$ cat src/rtl/spi_tx_shifter.sv
// spi_tx_shifter
//  Serialises parallel bytes from the display command sequencer onto an SPI
//  MOSI line, MSB first. Bit timing comes from one-clk strobes produced by an
//  external serial clock generator. The block drives the panel chip-select
//  (active-low) and the data/command line. It hands bytes back and forth with
//  the sequencer through a ready/byteDone handshake.
//
//  Build option:
//   SPI_TX_SKID_EN  when defined, a one-entry holding buffer lets the next
//                   byte be accepted while the current one shifts. Consecutive
//                   bytes then stream with no chip-select gap. When undefined,
//                   bytes are only accepted while idle.
//
//  Ports:
//   clk          in   system clock, all state on posedge
//   reset        in   asynchronous, active-high reset
//   sclkNegEdge  in   one-clk strobe: serial clock falling edge (mosi/csOut change)
//   sclkPosEdge  in   one-clk strobe: serial clock rising edge (slave samples)
//   pcEn         in   parallel-load request; accepted when pcEn && ready
//   parallelData in   byte to send
//   dcIn         in   1 = data, 0 = command; captured with the byte
//   ready        out  block accepts a byte this clk
//   busy         out  a byte is loaded or being shifted
//   byteDone     out  one-clk pulse after the last bit has been held a full sclk
//   mosi         out  serial data, MSB first
//   dcOut        out  data/command flag for the byte on the wire
//   csOut        out  panel chip-select, active-low

module spi_tx_shifter #(
    parameter int DATA_WIDTH = 8
) (
    input  logic                  clk,
    input  logic                  reset,
    input  logic                  sclkNegEdge,
    input  logic                  sclkPosEdge,
    input  logic                  pcEn,
    input  logic [DATA_WIDTH-1:0] parallelData,
    input  logic                  dcIn,
    output logic                  ready,
    output logic                  busy,
    output logic                  byteDone,
    output logic                  mosi,
    output logic                  dcOut,
    output logic                  csOut
);

    localparam int CW = (DATA_WIDTH > 1) ? $clog2(DATA_WIDTH) : 1;
    localparam logic [CW-1:0] LAST_INDEX = CW'(DATA_WIDTH - 1);

    typedef enum logic [1:0] {
        IDLE,
        LOAD,
        SHIFT
    } state_t;

    state_t                state;
    logic [DATA_WIDTH-1:0] shiftReg;
    logic [CW-1:0]         bitCount;
    logic                  accept;
    logic                  negStrobe;
    logic                  lastBitEnd;

    // The rising-edge strobe never moves state. When both strobes are high
    // together, the falling-edge rules win, so only sclkNegEdge matters here.
    assign negStrobe  = sclkNegEdge | (sclkNegEdge & sclkPosEdge);
    assign accept     = pcEn & ready;
    assign lastBitEnd = negStrobe && (state == SHIFT) && (bitCount == '0);

`ifdef SPI_TX_SKID_EN
    logic [DATA_WIDTH-1:0] skidData;
    logic                  skidDc;
    logic                  skidValid;
    logic [DATA_WIDTH-1:0] nextData;
    logic                  nextDc;

    // At the end of a byte, the follow-on byte comes from the skid entry if one
    // is waiting. Otherwise it comes straight from the producer if it is being
    // accepted on that very clk.
    assign nextData = skidValid ? skidData : parallelData;
    assign nextDc   = skidValid ? skidDc   : dcIn;
`endif

    // Transmit FSM. IDLE waits for a byte. LOAD waits for the first falling
    // sclk edge, so a byte accepted on a strobe clk does not use that strobe.
    // SHIFT moves one bit per falling edge. All outputs are registered.
    always_ff @(posedge clk or posedge reset) begin
        if (reset) begin
            state    <= IDLE;
            shiftReg <= '0;
            bitCount <= '0;
            mosi     <= 1'b0;
            dcOut    <= 1'b0;
            csOut    <= 1'b1;
            busy     <= 1'b0;
            byteDone <= 1'b0;
            ready    <= 1'b1;
`ifdef SPI_TX_SKID_EN
            skidData  <= '0;
            skidDc    <= 1'b0;
            skidValid <= 1'b0;
`endif
        end else begin
            byteDone <= 1'b0;
            case (state)
                IDLE: begin
                    if (accept) begin
                        shiftReg <= parallelData;
                        dcOut    <= dcIn;
                        busy     <= 1'b1;
`ifndef SPI_TX_SKID_EN
                        ready    <= 1'b0;
`endif
                        state    <= LOAD;
                    end
                end

                LOAD: begin
                    if (negStrobe) begin
                        // Chip-select falls together with the MSB. This gives
                        // half an sclk of setup before the first sample.
                        csOut    <= 1'b0;
                        mosi     <= shiftReg[DATA_WIDTH-1];
                        bitCount <= LAST_INDEX;
                        state    <= SHIFT;
                    end
                end

                SHIFT: begin
                    if (negStrobe && bitCount != '0) begin
                        shiftReg <= {shiftReg[DATA_WIDTH-2:0], 1'b0};
                        mosi     <= shiftReg[DATA_WIDTH-2];
                        bitCount <= bitCount - 1'b1;
                    end else if (negStrobe) begin
                        byteDone <= 1'b1;
`ifdef SPI_TX_SKID_EN
                        if (skidValid || accept) begin
                            // Chain straight into the next byte. Chip-select
                            // stays low, so the bit stream is contiguous.
                            shiftReg  <= nextData;
                            dcOut     <= nextDc;
                            mosi      <= nextData[DATA_WIDTH-1];
                            bitCount  <= LAST_INDEX;
                            skidValid <= 1'b0;
                            ready     <= 1'b1;
                        end else
`endif
                        begin
                            csOut <= 1'b1;
                            mosi  <= 1'b0;
                            busy  <= 1'b0;
                            ready <= 1'b1;
                            state <= IDLE;
                        end
                    end
                end

                default: state <= IDLE;
            endcase

`ifdef SPI_TX_SKID_EN
            // A byte offered while busy is parked in the skid entry. At the
            // byte-ending strobe, the chaining branch above consumes it instead.
            if (accept && state != IDLE && !lastBitEnd) begin
                skidData  <= parallelData;
                skidDc    <= dcIn;
                skidValid <= 1'b1;
                ready     <= 1'b0;
            end
`endif
        end
    end

endmodule

$ cat config.mk
export PLATFORM = sky130hd
export DESIGN_NAME = spi_tx_shifter
export DESIGN_NICKNAME = d
export VERILOG_FILES = /design/src/rtl/spi_tx_shifter.sv
export SDC_FILE = /design/constraint.sdc
export NUM_CORES = 1
export LEC_CHECK = 0
export CAP_MARGIN = 20
export CORE_ASPECT_RATIO = 1.2
export CORE_MARGIN = 4
export CORE_UTILIZATION = 49
export DETAILED_ROUTE_END_ITERATION = 7
export GPL_TIMING_DRIVEN = 0
export PLACE_DENSITY = 0.78
export SLEW_MARGIN = 15
export SYNTH_ARGS = -nofsm -noshare
export SYNTH_HDL_FRONTEND = slang
export SYNTH_SLANG_ARGS = --single-unit
$ cat constraint.sdc
create_clock -name clk -period 2.5 [get_ports clk]
set_clock_uncertainty 0.2 [all_clocks]
set_input_delay 0.375 -clock clk [delete_from_list [all_inputs] [get_ports clk]]
set_output_delay 0.375 -clock clk [all_outputs]
set_load 0.05 [all_outputs]
==> qor.txt, run 1 <==
FP Rows: 17
most numerous cell in the Yosys netlist: sky130_fd_sc_hd__dfrtp_1
slew of the pin with the lowest slew margin: 0.711 ns
total global routing overflow: 0
insertion delay to the later sink of the worst-skew pair: 0.29 ns
remaining design rule violation count: 0
met1 track utilization from global routing: 18.0%
fraction of synthesized cell area taken by the top area cell type: 42.6%
I/O pin cnt: 20
static leakage: 0.000531 uW
hold bufs inserted after CTS: 0
Peak supply drop: 0.626 mV
fill cell instance count of the final layout: 155
Post CTS Setup Buffer Count: 0
area occupied by multi-input gates: 454 sq um
share of synthesized flip-flops with an asynchronous set or reset: 100%
pin count of the biggest net entering global routing: 20
final count of pins violating max slew: 0
clock tree from TritonCTS: yes
master of the slowest instance on the critical path: sky130_fd_sc_hd__clkdlybuf4s50_1
Seq. cell area: 478 sq um
share of cells above drive strength 1: 25.0%
Unique masters post-synth: 28
Design Area, Final: 1230 sq um
max cap viols: 0
cell chain of the critical path: clkdlybuf4s50_1
core area: 1890 sq um
area of the mapped netlist: 998 sq um
initial antenna violation count: 0
number of buffers added on ports: 18
global-route track usage on met3: 3.39%
average vias per placed instance: 5.80
type of element launching the critical path: flip-flop
clock period minus final worst setup slack: 2.23 ns
layout-stage area growth over the synthesis result: 23.1%
most heavily used metal layer in global routing: met2
number of synthesized register bits: 19
portion of the post-synthesis area used by sequential elements: 47.9%
worst setup margin: 0.271 ns
status: completed
count of yosys warnings during synthesis: 0
Fmax achieved: 0.449 GHz
part of the cycle the worst path needs: 89.2%
drt initial violations: 5
kind of end point of the critical path: output port
post-synthesis net count: 102
crit-path leading delay family: buffers and inverters
post-cts repair resize count: 0
overall die area: 2830 sq um
total of endpoints with negative setup slack in the final report: 0
antenna diode count: 0
routed via count: 737
vias in the first global route: 761
WHS: 0.298 ns
final antenna-violating net count: 0
total wire length: 1930 microns
maximum root-to-sink buffer count: 2
Crit Path Max Fanout: 3
aggregate global-route resource usage: 16.1%
horizontal extent of the die: 49.2 microns
dominant register cell in the synthesized netlist: sky130_fd_sc_hd__dfrtp_1
power per cell area: 1210 nW/um^2
syn avg cell area: 11.6 sq um
CP peak stage delay: 0.80 ns
max_slew headroom: 52.6%
final RePlAce weighted congestion: 0.765
class of the tightest hold or removal check: primary input to async pin
total negative slack: 0 ns
crit path kind: flip-flop to output port
clock slew at the register clock pins of the worst setup and hold paths: 0.11 ns
critical path required time: 1.92 ns
M2 GR Usage: 29.1%
length of the first detailed-routing pass in iterations: 5
routed length per placed instance: 15.2 microns
number of clock sinks: 19
number of buffers inserted during clock tree synthesis: 3
EDFF count, synth: 0
leading cell types by count after synthesis: sky130_fd_sc_hd__dfrtp_1 (17), sky130_fd_sc_hd__a21oi_1 (8), sky130_fd_sc_hd__mux2_2 (8)
number of cells produced by synthesis: 86
Initial Util: 52.7%
Net count, final: 125
post-placement worst setup slack: 0.267 ns
final core utilization: 64.9%
root buf cell: sky130_fd_sc_hd__clkbuf_4
buffers and inverters on the worst path: 1
DIE HEIGHT: 57.5 microns
wire length of the first global-routing pass: 3450 microns
signal arrival time at the worst endpoint: 1.65 ns
DP Area: 1200 sq um
count of H-tree levels built during CTS: 1
library cell occupying the most area in the post-synthesis netlist: sky130_fd_sc_hd__dfrtp_1
cells taking the most area after synthesis: sky130_fd_sc_hd__dfrtp_1 (43%), sky130_fd_sc_hd__mux2_4 (11%), sky130_fd_sc_hd__mux2_2 (9.0%), sky130_fd_sc_hd__dfstp_2 (5.3%), sky130_fd_sc_hd__a21oi_1 (4.0%)
unrepaired setup endpoints after global routing: no
post-DP HPWL: 1430 microns
hold violation count in the final report: 0
power breakdown:
part           internal [uW]  total (uW)  switching [uW]  leakage (uW)
sequential               457         553            96.2      0.000231
clock                   62.1         155            92.5     0.0000150
combinational            383         774             391      0.000285
total                    902        1480             580      0.000531
flip-flops by register name, indices dropped and copies added, names as in the netlist:
register,count
mosi,1
busy,1
shiftReg,8
csOut,1
ready,1
state,2
byteDone,1
bitCount,3
dcOut,1
cell usage in the layout (no fill, tap or decap), types with 2 or more instances in the layout:
cell	instances
sky130_fd_sc_hd__clkdlybuf4s50_1	18
sky130_fd_sc_hd__dfrtp_1	17
sky130_fd_sc_hd__mux2_2	8
sky130_fd_sc_hd__a21oi_1	8
sky130_fd_sc_hd__inv_1	7
sky130_fd_sc_hd__mux2_4	7
sky130_fd_sc_hd__nand2_1	5
sky130_fd_sc_hd__o21ai_0	4
sky130_fd_sc_hd__clkbuf_1	3
sky130_fd_sc_hd__clkbuf_4	3
sky130_fd_sc_hd__buf_6	2
sky130_fd_sc_hd__nor2_1	2
sky130_fd_sc_hd__nand2b_1	2
sky130_fd_sc_hd__nor3_1	2
sky130_fd_sc_hd__o2bb2ai_1	2
sky130_fd_sc_hd__or2_2	2
sky130_fd_sc_hd__ha_1	2
sky130_fd_sc_hd__dfstp_2	2
final timing paths:
check	from	slack (ns)	to	cells after the start
max	ready	0.27	ready	1
min	reset	0.30	shiftReg[1]	2
max in group asynchronous	reset	1.35	bitCount[2]	2
min reg2reg	shiftReg[2]	0.32	shiftReg[2]	1
max reg2reg	bitCount[0]	0.56	shiftReg[6]	7
min in group clk	shiftReg[2]	0.32	shiftReg[2]	1
cell families (layout without fill, tap and decap cells):
kind of cell / count (synthesis) / in the layout / synth area share, %
AOI/OAI and AO/OA: 20 / 20 / 12.5
DFF: 19 / 19 / 47.9
and+or+nand+nor: 17 / 17 / 10.9
muxes: 15 / 15 / 19.5
buffers and inverters: 13 / 35 / 6.64
adders and majority gates: 2 / 2 / 2.51
metrics by stage:
stage	cells	power, uW
final	127	1480
after global routing	127	1600
after CTS	127	1490
after detailed placement	123	1330
after global placement	123	1300
after floorplan	86	1130
area by class of cell:
| cell class | count | share of cell area, % |
|---|---|---|
| Inverter | 7 | 2.14 |
| Buffer | 6 | 3.26 |
| Tap cell | 19 | 1.93 |
| Sequential cell | 19 | 38.9 |
| Clock buffer | 4 | 2.14 |
| Timing Repair Buffer | 18 | 14.7 |
| Multi-Input combinational cell | 54 | 37.0 |
layer usage:
layer	share of wire [%]	wire, microns
met5	0	0
met4	1.9	36
met3	4.6	88
met2	51	978
met1	43	826
Note: power is estimated with default switching activity, not from simulation.
==> inputs of run 2 (changes only) <==
--- a/config.mk
+++ b/config.mk
@@ -5,13 +5,14 @@
 export SDC_FILE = /design/constraint.sdc
 export NUM_CORES = 1
 export LEC_CHECK = 0
+export ABC_AREA = 1
 export CAP_MARGIN = 20
 export CORE_ASPECT_RATIO = 1.2
 export CORE_MARGIN = 4
-export CORE_UTILIZATION = 49
+export CORE_UTILIZATION = 48
 export DETAILED_ROUTE_END_ITERATION = 7
 export GPL_TIMING_DRIVEN = 0
-export PLACE_DENSITY = 0.78
+export PLACE_DENSITY = 0.77
 export SLEW_MARGIN = 15
 export SYNTH_ARGS = -nofsm -noshare
 export SYNTH_HDL_FRONTEND = slang
==> qor.txt, run 2 <==
R2R Path End: shiftReg[3] (was shiftReg[6])
final count of pins violating max slew: 0 (unchanged)
maximum root-to-sink buffer count: 2 (unchanged)
final antenna-violating net count: 0 (unchanged)
layout-stage area growth over the synthesis result: 25.1% (was 23.1%)
master of the slowest instance on the critical path: sky130_fd_sc_hd__clkdlybuf4s50_1 (unchanged)
net switching share of the total power: 45.7% (was 39.1%)
Design Area, Final: 1170 sq um (was 1230 sq um)
Net count, final: 158 (was 125)
DP Area: 1140 sq um (was 1200 sq um)
aggregate global-route resource usage: 17.2% (was 16.1%)
crit path kind: flip-flop to output port (unchanged)
cell chain of the critical path: clkdlybuf4s50_1 (unchanged)
DIE HEIGHT: 56.3 microns (was 57.5 microns)
initial antenna violation count: 0 (unchanged)
type of element launching the critical path: flip-flop (unchanged)
share of synthesized flip-flops with an asynchronous set or reset: 100% (unchanged)
final RePlAce weighted congestion: 0.812 (was 0.765)
static leakage: 0.000624 uW (was 0.000531 uW)
total negative slack: 0 ns (unchanged)
number of buffers added on ports: 18 (unchanged)
root buf cell: sky130_fd_sc_hd__clkbuf_4 (unchanged)
sequential group share of total power: 37.3% (about the same)
part of the power in combinational logic: 50.9% (was 52.2%)
most common library cell in the layout ignoring fill and taps: sky130_fd_sc_hd__nand2_1 (was sky130_fd_sc_hd__clkdlybuf4s50_1)
post-cts repair resize count: 0 (unchanged)
number of cells produced by synthesis: 119 (was 86)
fill cell instance count of the final layout: 166 (was 155)
clock period minus final worst setup slack: 2.26 ns (was 2.23 ns)
status: completed (unchanged)
leading cell types by count after synthesis: sky130_fd_sc_hd__nand2_1 (56), sky130_fd_sc_hd__dfrtp_1 (17), sky130_fd_sc_hd__nand3_1 (13) (was sky130_fd_sc_hd__dfrtp_1 (17), sky130_fd_sc_hd__a21oi_1 (8), sky130_fd_sc_hd__mux2_2 (8))
unrepaired setup endpoints after global routing: no (unchanged)
non-filler instance count after layout: 160 (was 127)
max cap viols: 0 (unchanged)
commonest non-fill, non-tap cells in the layout: sky130_fd_sc_hd__nand2_1 (56), sky130_fd_sc_hd__clkdlybuf4s50_1 (18), sky130_fd_sc_hd__dfrtp_1 (17) (was sky130_fd_sc_hd__clkdlybuf4s50_1 (18), sky130_fd_sc_hd__dfrtp_1 (17), sky130_fd_sc_hd__mux2_2 (8), sky130_fd_sc_hd__a21oi_1 (8))
flip-flop count of the largest register, all copies and words added: 8 (unchanged)
switching power summed over all nets: 658 uW (was 580 uW)
slew of the pin with the lowest slew margin: 0.708 ns (was 0.711 ns)
total wire length: 1900 microns (was 1930 microns)
horizontal extent of the die: 48.2 microns (was 49.2 microns)
total of endpoints with negative setup slack in the final report: 0 (unchanged)
Fmax achieved: 0.443 GHz (was 0.449 GHz)
register bank with the most flops: shiftReg (unchanged)
crit-path leading delay family: buffers and inverters (unchanged)
count of yosys warnings during synthesis: 0 (unchanged)
Unique masters post-synth: 18 (was 28)
count of H-tree levels built during CTS: 1 (unchanged)
most numerous cell in the Yosys netlist: sky130_fd_sc_hd__nand2_1 (was sky130_fd_sc_hd__dfrtp_1)
top flop regs: shiftReg: 8 flops, bitCount: 3 flops, state: 2 flops (unchanged)
share of power burned in the clock network: 11.9% (was 10.4%)
core area: 1850 sq um (was 1890 sq um)
portion of the post-synthesis area used by sequential elements: 51.3% (was 47.9%)
post-DP HPWL: 1350 microns (was 1430 microns)
FF-to-FF setup slack: 0.82 ns (was 0.56 ns)
fraction of synthesized cell area taken by the top area cell type: 45.6% (was 42.6%)
vias in the first global route: 851 (was 761)
pin count of the biggest net entering global routing: 20 (unchanged)
post-synthesis net count: 135 (was 102)
class of the tightest hold or removal check: primary input to async pin (unchanged)
clock tree from TritonCTS: yes (unchanged)
number of clock sinks: 19 (unchanged)
overall die area: 2710 sq um (was 2830 sq um)
share of cells above drive strength 1: 9.93% (was 25.0%)
hold violation count in the final report: 0 (unchanged)
Post-Place Cells: 156 (was 123)
area of the mapped netlist: 932 sq um (was 998 sq um)
cells taking the most area after synthesis: sky130_fd_sc_hd__dfrtp_1 (46%), sky130_fd_sc_hd__nand2_1 (23%), sky130_fd_sc_hd__nand3_1 (7.0%), sky130_fd_sc_hd__dfstp_2 (5.6%), sky130_fd_sc_hd__inv_1 (4.0%) (was sky130_fd_sc_hd__dfrtp_1 (43%), sky130_fd_sc_hd__mux2_4 (11%), sky130_fd_sc_hd__mux2_2 (9.0%), sky130_fd_sc_hd__dfstp_2 (5.3%), sky130_fd_sc_hd__a21oi_1 (4.0%))
routed via count: 815 (was 737)
total global routing overflow: 0 (unchanged)
number of synthesized register bits: 19 (unchanged)
cell-internal power: 782 uW (was 902 uW)
CP peak stage delay: 0.80 ns (about the same)
dominant register cell in the synthesized netlist: sky130_fd_sc_hd__dfrtp_1 (unchanged)
Worst R2R Start: bitCount[0] (unchanged)
routed length per placed instance: 11.9 microns (was 15.2 microns)
EDFF count, synth: 0 (unchanged)
kind of end point of the critical path: output port (unchanged)
length of the first detailed-routing pass in iterations: 5 (unchanged)
Seq. cell area: 478 sq um (unchanged)
number of buffers inserted during clock tree synthesis: 3 (unchanged)
Post CTS Setup Buffer Count: 0 (unchanged)
power per cell area: 1230 nW/um^2 (was 1210 nW/um^2)
remaining design rule violation count: 0 (unchanged)
insertion delay to the later sink of the worst-skew pair: 0.32 ns (was 0.29 ns)
clock slew at the register clock pins of the worst setup and hold paths: 0.13 ns (was 0.11 ns)
max_slew headroom: 52.8% (was 52.6%)
drt initial violations: 18 (was 5)
area occupied by multi-input gates: 385 sq um (was 454 sq um)
hold bufs inserted after CTS: 0 (unchanged)
Crit Path Max Fanout: 3 (unchanged)
library cell occupying the most area in the post-synthesis netlist: sky130_fd_sc_hd__dfrtp_1 (unchanged)
Register-to-Register Path Depth: 8 (was 7)
Initial Util: 50.4% (was 52.7%)
average vias per placed instance: 5.09 (was 5.80)
syn avg cell area: 7.83 sq um (was 11.6 sq um)
wire length of the first global-routing pass: 3480 microns (was 3450 microns)
part of the cycle the worst path needs: 90.3% (was 89.2%)
critical path required time: 1.92 ns (about the same)
antenna diode count: 0 (unchanged)
signal arrival time at the worst endpoint: 1.68 ns (was 1.65 ns)
I/O pin cnt: 20 (unchanged)
FP Rows: 17 (unchanged)
Peak supply drop: 0.592 mV (was 0.626 mV)
buffers and inverters on the worst path: 1 (unchanged)
-- run 2: changes by cell type in the layout (fill, tap and decap cells not counted), moves of 3 or more --
cell	before	now
sky130_fd_sc_hd__o21ai_1	0	3
sky130_fd_sc_hd__mux2_2	8	0
sky130_fd_sc_hd__clkbuf_1	3	0
sky130_fd_sc_hd__nand3_1	0	13
sky130_fd_sc_hd__nand2_1	5	56
sky130_fd_sc_hd__a21oi_1	8	0
sky130_fd_sc_hd__inv_1	7	10
sky130_fd_sc_hd__mux2_4	7	0
-- run 2: logic make-up (layout without fill, tap and decap cells) --
kind of cell,after synthesis,in the layout,synth area share (%)
AOI/OAI and AO/OA,9,9,5.37
adders and majority gates,2,2,2.68
buffers and inverters,15,37,7.38
DFF,19,19,51.3
and+or+nand+nor,74,74,33.3
-- run 2: metal layers --
metal | track usage, % | vias to the layer above | part of all wire, %
met5 | 0 | - | 0
met4 | 7.31 | 0 | 1.8
met3 | 3.21 | 5 | 7.2
met2 | 28.4 | 31 | 48
met1 | 20.6 | 364 | 43
li1 | - | 415 | -
-- run 2: worst max-delay path by stage --
stage	from	to	slack, ns	cells after the start
3_5_place_dp	ready	ready	0.60	1
4_1_cts	ready	ready	0.24	1
6_report	ready	ready	0.24	1
2_1_floorplan	bitCount[0]	shiftReg[0]	0.97	8
3_3_place_gp	ready	ready	0.61	1
5_1_grt	ready	ready	0.20	1
-- run 2: cell type report --
class                           count  share of cell area, %
Sequential cell                    19                   41.0
Tap cell                           19                   2.04
Buffer                              3                   2.04
Clock inverter                      1                  0.644
Inverter                           12                   3.86
Multi-Input combinational cell     85                   33.0
Timing Repair Buffer               18                   15.5
Clock buffer                        3                   1.93
-- run 2: stage by stage --
step	hold slack [ns]	total power [uW]	setup slack, ns	util (%)
after global placement	0.248	1250	0.611	61.4
after detailed placement	0.251	1280	0.600	61.4
after floorplan	0.125	1070	0.972	-
after global routing	0.304	1590	0.201	63.0
final	0.250	1440	0.242	63.0
after CTS	0.270	1440	0.244	63.0
-- run 2: power groups by stage --
stage	Sequential [uW]	Clock (uW)	Combinational, uW
6_report	537	171	732
4_1_cts	537	168	740
3_5_place_dp	543	0	736
2_1_floorplan	670	0	401
5_1_grt	557	189	840
3_3_place_gp	536	0	711
==> inputs of run 3 (changes only) <==
--- a/config.mk
+++ b/config.mk
@@ -8,8 +8,8 @@
 export ABC_AREA = 1
 export CAP_MARGIN = 20
 export CORE_ASPECT_RATIO = 1.2
-export CORE_MARGIN = 4
 export CORE_UTILIZATION = 48
+export CTS_CLUSTER_SIZE = 30
 export DETAILED_ROUTE_END_ITERATION = 7
 export GPL_TIMING_DRIVEN = 0
 export PLACE_DENSITY = 0.77
==> qor.txt, run 3 (synthesized netlist as in run 2, its figures left out) <==
clock slew at the register clock pins of the worst setup and hold paths: 0.10 ns (was 0.13 ns)
critical path required time: 1.92 ns (about the same)
Net count, final: 158 (unchanged)
total of endpoints with negative setup slack in the final report: 0 (unchanged)
initial antenna violation count: 0 (unchanged)
routed via count: 791 (was 815)
drt initial violations: 12 (was 18)
horizontal extent of the die: 42.2 microns (was 48.2 microns)
vias in the first global route: 765 (was 851)
overall die area: 2120 sq um (was 2710 sq um)
antenna diode count: 0 (unchanged)
Worst R2R Start: bitCount[0] (unchanged)
total wire length: 1760 microns (was 1900 microns)
Peak supply drop: 0.566 mV (was 0.592 mV)
maximum root-to-sink buffer count: 2 (unchanged)
Post CTS Setup Buffer Count: 0 (unchanged)
status: completed (unchanged)
CP peak stage delay: 0.79 ns (was 0.80 ns)
kind of end point of the critical path: output port (unchanged)
Initial Util: 51.0% (was 50.4%)
class of the tightest hold or removal check: flip-flop to flip-flop (was primary input to async pin)
crit-path leading delay family: buffers and inverters (unchanged)
length of the first detailed-routing pass in iterations: 2 (was 5)
origin of the worst setup path: ready (unchanged)
most common library cell in the layout ignoring fill and taps: sky130_fd_sc_hd__nand2_1 (unchanged)
flip-flop count of the largest register, all copies and words added: 8 (unchanged)
cell count along the critical path: 1 (unchanged)
DIE HEIGHT: 50.3 microns (was 56.3 microns)
slew of the pin with the lowest slew margin: 0.717 ns (was 0.708 ns)
Register-to-Register Path Depth: 9 (was 8)
area occupied by multi-input gates: 385 sq um (unchanged)
share of cells above drive strength 1: 9.22% (was 9.93%)
final antenna-violating net count: 0 (unchanged)
insertion delay to the later sink of the worst-skew pair: 0.30 ns (was 0.32 ns)
wire length of the first global-routing pass: 3230 microns (was 3480 microns)
number of clock sinks: 19 (unchanged)
final RePlAce weighted congestion: 0.786 (was 0.812)
Fmax achieved: 0.452 GHz (was 0.443 GHz)
part of the cycle the worst path needs: 88.5% (was 90.3%)
static leakage: 0.000625 uW (was 0.000624 uW)
Crit Path Max Fanout: 3 (unchanged)
Seq. cell area: 478 sq um (unchanged)
type of element launching the critical path: flip-flop (unchanged)
post-DP HPWL: 1280 microns (was 1350 microns)
cell chain of the critical path: clkdlybuf4s50_1 (unchanged)
clock period minus final worst setup slack: 2.21 ns (was 2.26 ns)
total global routing overflow: 0 (unchanged)
signal arrival time at the worst endpoint: 1.64 ns (was 1.68 ns)
hold path depth: 2
master of the slowest instance on the critical path: sky130_fd_sc_hd__clkdlybuf4s50_1 (unchanged)
number of buffers inserted during clock tree synthesis: 3 (unchanged)
endpoint of the most critical setup path: ready (unchanged)
max cap viols: 0 (unchanged)
top flop regs: shiftReg: 8 flops, bitCount: 3 flops, state: 2 flops (unchanged)
R2R Path End: bitCount[0] (was shiftReg[3])
FF-to-FF setup slack: 0.82 ns (about the same)
I/O pin cnt: 20 (unchanged)
pin count of the biggest net entering global routing: 20 (unchanged)
register bank with the most flops: shiftReg (unchanged)
total negative slack: 0 ns (unchanged)
unrepaired setup endpoints after global routing: no (unchanged)
hold violation count in the final report: 0 (unchanged)
root buf cell: sky130_fd_sc_hd__clkbuf_4 (unchanged)
number of buffers added on ports: 18 (unchanged)
hold bufs inserted after CTS: 0 (unchanged)
fill cell instance count of the final layout: 163 (was 166)
commonest non-fill, non-tap cells in the layout: sky130_fd_sc_hd__nand2_1 (56), sky130_fd_sc_hd__clkdlybuf4s50_1 (18), sky130_fd_sc_hd__dfrtp_1 (17) (unchanged)
WHS: 0.268 ns (was 0.250 ns)
buffers and inverters on the worst path: 1 (unchanged)
average vias per placed instance: 4.94 (was 5.09)
aggregate global-route resource usage: 19.8% (was 17.2%)
power per cell area: 1220 nW/um^2 (was 1230 nW/um^2)
routed length per placed instance: 11.0 microns (was 11.9 microns)
clock tree from TritonCTS: yes (unchanged)
count of H-tree levels built during CTS: 1 (unchanged)
post-cts repair resize count: 0 (unchanged)
remaining design rule violation count: 0 (unchanged)
core area: 1830 sq um (was 1850 sq um)
layout-stage area growth over the synthesis result: 24.7% (was 25.1%)
crit path kind: flip-flop to output port (unchanged)
final count of pins violating max slew: 0 (unchanged)
max_slew headroom: 52.1% (was 52.8%)
FP Rows: 17 (unchanged)
[run 3: cell type report]
class | count | area share, %
sequential | 19 | 41.1
tap | 19 | 2.05
clock buffer | 4 | 2.26
timing repair buffer | 18 | 15.5
multi-input combinational | 85 | 33.2
inverter | 12 | 3.88
buffer | 3 | 2.05
[run 3: power breakdown]
group	leakage (uW)	total (uW)	internal (uW)	switching, uW
Clock	0.0000150	156	62.1	94.4
Sequential	0.000233	535	457	77.8
Combinational	0.000377	725	264	462
[run 3: stage by stage]
step | power [uW] | worst slack, ns | area (sq um) | std cells | utilization [%]
after floorplan | 1070 | 0.972 | 932 | 119 | -
after global placement | 1250 | 0.615 | 1140 | 156 | 62.1
after detailed placement | 1270 | 0.613 | 1140 | 156 | 62.1
after CTS | 1430 | 0.275 | 1160 | 160 | 63.5
after global routing | 1540 | 0.252 | 1160 | 160 | 63.5
final | 1420 | 0.286 | 1160 | 160 | 63.5
[run 3: routing by layer]
metal	up-vias	track usage [%]	routed length (microns)
li1	415	-	-
met1	363	22.3	787
met2	11	36.7	915
met3	2	2.16	47
met4	0	9.38	8
met5	-	0	0
[run 3: worst min-delay path, stage by stage (launching register included)]
cell,delay [ns]
sky130_fd_sc_hd__dfstp_2,0.38
sky130_fd_sc_hd__nand2_1,0.05
sky130_fd_sc_hd__nand2_1,0.04
[run 3: worst min path at each step]
stage | startpoint | end | slack (ns)
after floorplan | reset | bitCount[0] | 0.12
after global placement | csOut | csOut | 0.25
after detailed placement | csOut | csOut | 0.25
after CTS | csOut | csOut | 0.27
after global routing | csOut | csOut | 0.30
final | csOut | csOut | 0.27
